===== src/rtl/sc_pkg.sv =====
// Shared types and constants for the MAROC slow-control sequencer.
package sc_pkg;

  localparam int          SC_FRAME_LEN = 829;
  localparam logic [15:0] CRC_POLY     = 16'h1021;
  localparam logic [15:0] CRC_INIT     = 16'hFFFF;

  typedef enum logic [2:0] {
    ST_IDLE,
    ST_RSTSC,
    ST_LOAD,
    ST_SHIFT,
    ST_CHECK,
    ST_FIN
  } sc_state_e;

  // One MSB-first CRC-16-CCITT step for a single serial bit.
  function automatic logic [15:0] crc16_step(input logic [15:0] crc, input logic din);
    return {crc[14:0], 1'b0} ^ ((crc[15] ^ din) ? CRC_POLY : 16'h0000);
  endfunction

endpackage


===== src/rtl/sc_sequencer_if.sv =====
// Handshake and serial-link bundle between the sequencer and its environment.
interface sc_sequencer_if;
  logic start;
  logic verify;
  logic D_SC;
  logic Q_SC;
  logic set_new_data;
  logic CK_SC;
  logic RST_SC_n;
  logic busy;
  logic done;
  logic err;

  modport master (
    output start, verify, D_SC, Q_SC,
    input  set_new_data, CK_SC, RST_SC_n, busy, done, err
  );

  modport slave (
    input  start, verify, D_SC, Q_SC,
    output set_new_data, CK_SC, RST_SC_n, busy, done, err
  );
endinterface


===== src/rtl/sc_crc16.sv =====
// Bit-serial CRC-16-CCITT accumulator with synchronous clear to the init value.
module sc_crc16 import sc_pkg::*; (
  input  logic        clk,
  input  logic        rst_n,
  input  logic        clr,
  input  logic        en,
  input  logic        din,
  output logic [15:0] crc
);

  // clear has priority so a new sequence always starts from CRC_INIT
  always_ff @(posedge clk or negedge rst_n) begin
    if (!rst_n)   crc <= '0;
    else if (clr) crc <= CRC_INIT;
    else if (en)  crc <= crc16_step(crc, din);
  end

endmodule


===== src/rtl/sc_sequencer.sv =====
// MAROC slow-control sequencer: resets the register, strobes the external
// transmitter, clocks the frame out, and optionally reads it back and compares
// CRCs of what was sent against what came back.
module sc_sequencer import sc_pkg::*; #(
  parameter int FRAME_LEN = SC_FRAME_LEN,
  parameter int HALF_DIV  = 4,
  parameter int RST_CYC   = 8
) (
  input  logic          CK_SYS,
  input  logic          RST_n,
  sc_sequencer_if.slave bus
);

  // one shared down-phase counter covers the reset hold and both LOAD halves
  localparam int CNT_MAX = (RST_CYC - 1 > 2 * HALF_DIV - 1) ? RST_CYC - 1 : 2 * HALF_DIV - 1;
  localparam int CW      = (CNT_MAX < 1) ? 1 : $clog2(CNT_MAX + 1);

  localparam logic [CW-1:0] RST_END  = CW'(RST_CYC - 1);
  localparam logic [CW-1:0] H_END    = CW'(HALF_DIV - 1);
  localparam logic [CW-1:0] LOAD_END = CW'(2 * HALF_DIV - 1);
  localparam logic [9:0]    F_END    = 10'(FRAME_LEN);

  sc_state_e   state;
  logic [CW-1:0] cnt;
  logic [9:0]  bitcnt;
  logic        pass2;
  logic        ver_q;
  logic        ck_sc;
  logic        rst_sc_n;
  logic        snd;
  logic        busy;
  logic        done;
  logic        err;

  logic        rise_now;
  logic        crc_clr;
  logic [15:0] crc_tx;
  logic [15:0] crc_rx;

  // a rising CK_SC edge is produced on this cycle: sample the serial lines now
  assign rise_now = (state == ST_SHIFT) && (cnt == H_END) && !ck_sc;
  assign crc_clr  = (state == ST_IDLE) && bus.start;

  sc_crc16 u_crc_tx (
    .clk   (CK_SYS),
    .rst_n (RST_n),
    .clr   (crc_clr),
    .en    (rise_now && !pass2),
    .din   (bus.D_SC),
    .crc   (crc_tx)
  );

  sc_crc16 u_crc_rx (
    .clk   (CK_SYS),
    .rst_n (RST_n),
    .clr   (crc_clr),
    .en    (rise_now && pass2),
    .din   (bus.Q_SC),
    .crc   (crc_rx)
  );

  // sequencing FSM; every output is a register so CK_SC and the strobes are glitch-free
  always_ff @(posedge CK_SYS or negedge RST_n) begin
    if (!RST_n) begin
      state    <= ST_IDLE;
      cnt      <= '0;
      bitcnt   <= '0;
      pass2    <= 1'b0;
      ver_q    <= 1'b0;
      ck_sc    <= 1'b1;
      rst_sc_n <= 1'b1;
      snd      <= 1'b0;
      busy     <= 1'b0;
      done     <= 1'b0;
      err      <= 1'b0;
    end else begin
      done <= 1'b0;
      unique case (state)
        ST_IDLE: begin
          if (bus.start) begin
            state    <= ST_RSTSC;
            busy     <= 1'b1;
            err      <= 1'b0;
            ver_q    <= bus.verify;
            pass2    <= 1'b0;
            rst_sc_n <= 1'b0;
            cnt      <= '0;
          end
        end
        ST_RSTSC: begin
          if (cnt == RST_END) begin
            state    <= ST_LOAD;
            rst_sc_n <= 1'b1;
            snd      <= 1'b1;
            cnt      <= '0;
            bitcnt   <= '0;
          end else begin
            cnt <= cnt + 1'b1;
          end
        end
        ST_LOAD: begin
          // strobe for the first half, quiet second half, CK_SC held high
          if (cnt == H_END) snd <= 1'b0;
          if (cnt == LOAD_END) begin
            state <= ST_SHIFT;
            ck_sc <= 1'b0;
            cnt   <= '0;
          end else begin
            cnt <= cnt + 1'b1;
          end
        end
        ST_SHIFT: begin
          if (cnt != H_END) begin
            cnt <= cnt + 1'b1;
          end else begin
            cnt <= '0;
            if (!ck_sc) begin
              ck_sc  <= 1'b1;
              bitcnt <= bitcnt + 10'd1;
            end else if (bitcnt != F_END) begin
              ck_sc <= 1'b0;
            end else if (pass2) begin
              state <= ST_CHECK;
            end else if (ver_q) begin
              // readback pass reuses LOAD but skips the register reset
              state  <= ST_LOAD;
              pass2  <= 1'b1;
              snd    <= 1'b1;
              bitcnt <= '0;
            end else begin
              state <= ST_FIN;
              done  <= 1'b1;
              busy  <= 1'b0;
            end
          end
        end
        ST_CHECK: begin
          state <= ST_FIN;
          err   <= (crc_rx != crc_tx);
          done  <= 1'b1;
          busy  <= 1'b0;
        end
        ST_FIN: state <= ST_IDLE;
        default: state <= ST_IDLE;
      endcase
    end
  end

  assign bus.set_new_data = snd;
  assign bus.CK_SC        = ck_sc;
  assign bus.RST_SC_n     = rst_sc_n;
  assign bus.busy         = busy;
  assign bus.done         = done;
  assign bus.err          = err;

endmodule


===== src/flat_wrapper.sv =====
// flat-port wrapper written by rule: the top's interface ports become plain ports
module sc_sequencer_flat import sc_pkg::*;
#(
  parameter int FRAME_LEN = SC_FRAME_LEN,
  parameter int HALF_DIV  = 4,
  parameter int RST_CYC   = 8
)
  (CK_SYS, RST_n, bus_start, bus_verify, bus_D_SC, bus_Q_SC, bus_set_new_data, bus_CK_SC, bus_RST_SC_n, bus_busy, bus_done, bus_err);
  sc_sequencer_if bus_i ();
  input  logic CK_SYS;
  input  logic RST_n;
  input wire logic [$bits(bus_i.start)-1:0] bus_start;
  input wire logic [$bits(bus_i.verify)-1:0] bus_verify;
  input wire logic [$bits(bus_i.D_SC)-1:0] bus_D_SC;
  input wire logic [$bits(bus_i.Q_SC)-1:0] bus_Q_SC;
  output wire logic [$bits(bus_i.set_new_data)-1:0] bus_set_new_data;
  output wire logic [$bits(bus_i.CK_SC)-1:0] bus_CK_SC;
  output wire logic [$bits(bus_i.RST_SC_n)-1:0] bus_RST_SC_n;
  output wire logic [$bits(bus_i.busy)-1:0] bus_busy;
  output wire logic [$bits(bus_i.done)-1:0] bus_done;
  output wire logic [$bits(bus_i.err)-1:0] bus_err;
  assign bus_i.start = bus_start;
  assign bus_i.verify = bus_verify;
  assign bus_i.D_SC = bus_D_SC;
  assign bus_i.Q_SC = bus_Q_SC;
  assign bus_set_new_data = bus_i.set_new_data;
  assign bus_CK_SC = bus_i.CK_SC;
  assign bus_RST_SC_n = bus_i.RST_SC_n;
  assign bus_busy = bus_i.busy;
  assign bus_done = bus_i.done;
  assign bus_err = bus_i.err;
  sc_sequencer #(.FRAME_LEN(FRAME_LEN), .HALF_DIV(HALF_DIV), .RST_CYC(RST_CYC)) u_core (.CK_SYS(CK_SYS), .RST_n(RST_n), .bus(bus_i));
endmodule

===== config.mk =====
export PLATFORM = sky130hd
export DESIGN_NAME = sc_sequencer_flat
export DESIGN_NICKNAME = d
export VERILOG_FILES = /design/src/rtl/sc_pkg.sv /design/src/rtl/sc_sequencer_if.sv /design/src/rtl/sc_crc16.sv /design/src/rtl/sc_sequencer.sv /design/src/flat_wrapper.sv
export SDC_FILE = /design/constraint.sdc
export NUM_CORES = 1
export LEC_CHECK = 0
export ABC_AREA = 0
export BUFFER_PORTS_ARGS = -buffer_cell sky130_fd_sc_hd__buf_2
export CORE_MARGIN = 4
export CORE_UTILIZATION = 40
export CTS_CLUSTER_SIZE = 40
export DETAILED_ROUTE_END_ITERATION = 12
export GPL_TIMING_DRIVEN = 0
export PLACE_DENSITY_LB_ADDON = 0.08
export REMOVE_ABC_BUFFERS = 1
export SYNTH_ARGS = -nofsm -noshare
export SYNTH_HDL_FRONTEND = slang
export SYNTH_HIERARCHICAL = 1
export SYNTH_SLANG_ARGS = --single-unit
export TNS_END_PERCENT = 30

===== constraint.sdc =====
create_clock -name CK_SYS -period 1.88 [get_ports CK_SYS]
set_input_delay 0.47 -clock CK_SYS [delete_from_list [all_inputs] [get_ports CK_SYS]]
set_output_delay 0.47 -clock CK_SYS [all_outputs]
set_load 0.01 [all_outputs]

==> results.toml <==
[outcome]
status = "finished, final reports clean"

[timing]
skew_ns = 0.007545
setup_violations = 0
finalMaxSlewViolations = 0
finalCritPeriodShare_pct = 93.53
finalCriticalPeriod_ns = 1.758
slew_headroom_pct = 51.66
report.final.hold_viol_count = 0
worst_slew_pin_slew_ns = 0.7251
tns_ns = 0
fmax_ghz = 0.5687
whs_ns = 0.2180

[detailed_routing]
wl_per_cell_um = 15.54
drtIter0Drc = 90
wl_um = 6372
num_vias = 2231
drc_errors = 0
drtPass1Iterations = 4
ant_nets = 0
vias_per_cell = 5.441

[clocking]
cts-root-buf = "clkbuf_8"
cts_htree_levels = 2
clk_latency_ns = 0.30
clk_pin_slew_ns = 0.10
cts_tree = "done"
cts-buffers-inserted = 5
clockBufferDepth = 2
cts_num_sinks = 56

[global_route]
use_met2_pct = 22.06
grt_pass1_vias = 2184
grt_use_met3_pct = 2.580
track_usage_pct = 14.65
grt_pass1_wl_um = 10670
top_usage_layer = "met2"
grt_overflow = 0
grt_use_met1_pct = 21.64
grt_max_degree = 57
antenna_found_initial = 0

[die]
start_util_pct = 41.92
ios = 12
rows = 31
die-area_mm2 = 0.009193
die_h_um = 95.88
die_w_um = 95.88
core_area_mm2 = 0.007370

[cells_and_area]
multi_input_comb_area_mm2 = 0.001664
drive_above_1_share_pct = 21.22
fin_cells = 410
design_area_mm2 = 0.003555
fillers = 686
nets = 323
area_delta_synth_final_pct = 15.07
regArea_mm2 = 0.001408
fin_util_pct = 48.23
antenna_cells = 0

[setup_path]
reg2reg_slack_ns = 0.12
r2r-end = "u_core/u_crc_tx/crc[12]"
crit_start = "u_core/state[2]"
path_class = "reg2reg"
rr_startpoint = "u_core/state[2]"
reg2reg_depth = 6
cp_data_required_time_ns = 2.08
start_kind = "register"
crit_path_end_kind = "register"
worst-path-max-fanout = 26
crit_arrival_ns = 1.96
setup.worst_path.end = "u_core/u_crc_tx/crc[12]"

[synth]
yosysTopAreaCell = "dfrtp_1"
synth.distinct_cells = 53
syn_avg_cell_area_um2 = 10.69
synth_flop_cell = "dfrtp_1"
syn_inst = 289
synth.top_cell.area_share_pct = 43.74
synth-seq-area-share_pct = 45.44
syn_area_mm2 = 0.003089
yosysWarnings = 6
synthArstFlopShare_pct = 100.0
synth_edf_count = 0
ys_ff_latch = 56
synth.area.top_cells = "dfrtp_1 (44%), a211o_1 (9.6%), nor2b_1 (7.1%)"

[placed_design]
port-buffer-count = 11
place_hpwl_um = 4137
place_congestion = 0.7765
placed_area_mm2 = 0.003262
place_inst = 387

[job]
drv_cap = 0

[power]
p_seq_share_pct = 59.7
switchingPower_w = 0.0005669
power.leakage_nw = 1.629
p_per_area_mw_per_mm2 = 633.2
combPwrFrac_pct = 11.5
p_sw_share_pct = 25.19
internal_power_w = 0.001684
p_clk_share_pct = 28.8
ir_drop_v = 0.0002837

[worst_hold_path]
min_path_type = "in2async"
==> per-stage QoR <==
stage / power, W / worst slack (ns)
finish: 0.002251 / 0.1216
detailed placement: 0.001627 / -0.6021
global route: 0.002367 / -0.004515
floorplan: 0.001545 / -1.109
CTS: 0.002286 / 0.02518
global placement: 0.001620 / -2.464
==> power by group through the flow <==
stage | sequential [W] | combinational (W) | clock (W)
global route | 0.00135 | 0.000285 | 0.000728
global placement | 0.00137 | 0.000253 | 0
CTS | 0.00134 | 0.000261 | 0.000680
detailed placement | 0.00137 | 0.000259 | 0
finish | 0.00134 | 0.000259 | 0.000649
floorplan | 0.00135 | 0.000196 | 0
==> cells in the mapped netlist (3+ instances only) <==
| cell | n |
|---|---|
| a21oi_1 | 11 |
| o31ai_1 | 3 |
| xor3_1 | 4 |
| buf_2 | 10 |
| ha_1 | 6 |
| xnor2_1 | 16 |
| a211o_1 | 34 |
| nor4_1 | 3 |
| inv_1 | 6 |
| nand3_1 | 7 |
| nand2b_1 | 8 |
| nand4_1 | 5 |
| clkbuf_1 | 3 |
| nor2b_1 | 35 |
| nor3_1 | 7 |
| dfrtp_1 | 54 |
| o21ai_0 | 9 |
| nand2_1 | 16 |
| a31oi_1 | 3 |
| nor2_1 | 8 |
==> cell type report <==
type	count	area share, %
multi-input cells	211	46.81
well taps	99	3.485
clock buffers	5	1.936
repair buffers	31	7.181
flip-flops and latches	56	39.60
inverters	6	0.6336
clock inverters	2	0.3520
==> logic make-up (layout without fill, tap and decap cells) <==
| family | count (synthesis) | after routing | share of synthesized area (%) |
|---|---|---|---|
| and+or+nand+nor | 101 | 101 | 19.20 |
| xor gates and xnor gates | 22 | 22 | 8.181 |
| muxes | 4 | 4 | 1.377 |
| adders and majority gates | 6 | 6 | 2.430 |
| AOI/OAI and AO/OA | 78 | 78 | 20.01 |
| DFF | 56 | 56 | 45.44 |
| buffers and inverters | 22 | 44 | 3.361 |
==> flip-flops by register name, indices dropped and copies added, names as in the netlist, 3 cells and up <==
signal / cells
u_core/u_crc_tx/crc: 16
u_core/cnt: 3
u_core/bitcnt: 10
u_core/u_crc_rx/crc: 16
u_core/state: 3
==> cells in the final DEF (no fill, tap or decap), types with 3 or more instances in the layout <==
| cell | n |
|---|---|
| nand4_1 | 5 |
| o31ai_1 | 3 |
| nor4_1 | 3 |
| nand3_1 | 7 |
| nor2b_1 | 35 |
| inv_1 | 6 |
| xor3_1 | 4 |
| dfrtp_2 | 3 |
| a211o_1 | 34 |
| o21ai_0 | 9 |
| a31oi_1 | 3 |
| xnor2_1 | 16 |
| nor2_1 | 6 |
| ha_1 | 3 |
| buf_2 | 10 |
| clkbuf_8 | 5 |
| a21oi_1 | 11 |
| nand2b_1 | 7 |
| buf_4 | 16 |
| nor3_1 | 5 |
| dfrtp_1 | 51 |
| ha_4 | 3 |
| nand2_1 | 15 |
==> metal layers <==
metal | vias up | routed length (um)
met3 | 2 | 171
met2 | 29 | 2838
li1 | 1092 | -
met5 | - | 0
met1 | 1108 | 3317
met4 | 0 | 44
==> critical path, stage by stage, from the launching register on <==
cell,delay (ns)
dfrtp_2,0.47
and4bb_4,0.33
nand2_2,0.15
nor2_4,0.19
buf_16,0.17
nor2b_1,0.06
a211o_1,0.26
==> worst min-delay path by stage <==
stage,startpoint,end,cells past startpoint,slack (ns)
2_1_floorplan,RST_n,u_core/bitcnt[0],0,0.17
3_3_place_gp,u_core/bus.RST_SC_n,u_core/bus.RST_SC_n,2,0.47
3_5_place_dp,u_core/bus.err,u_core/bus.err,2,0.47
4_1_cts,bus_verify,u_core/ver_q,2,0.38
5_1_grt,RST_n,u_core/u_crc_tx/crc[0],1,0.27
6_report,RST_n,u_core/u_crc_tx/crc[0],1,0.22
==> what timing repair did <==
item	4_1_cts	5_1_grt
gates resized for setup	14	3
pin swaps	3	2
hold buffers	0	0
buffers inserted	6	10
cloned	0	0
setup endpoints to repair	44	27
Note: power is estimated with default switching activity, not from simulation.
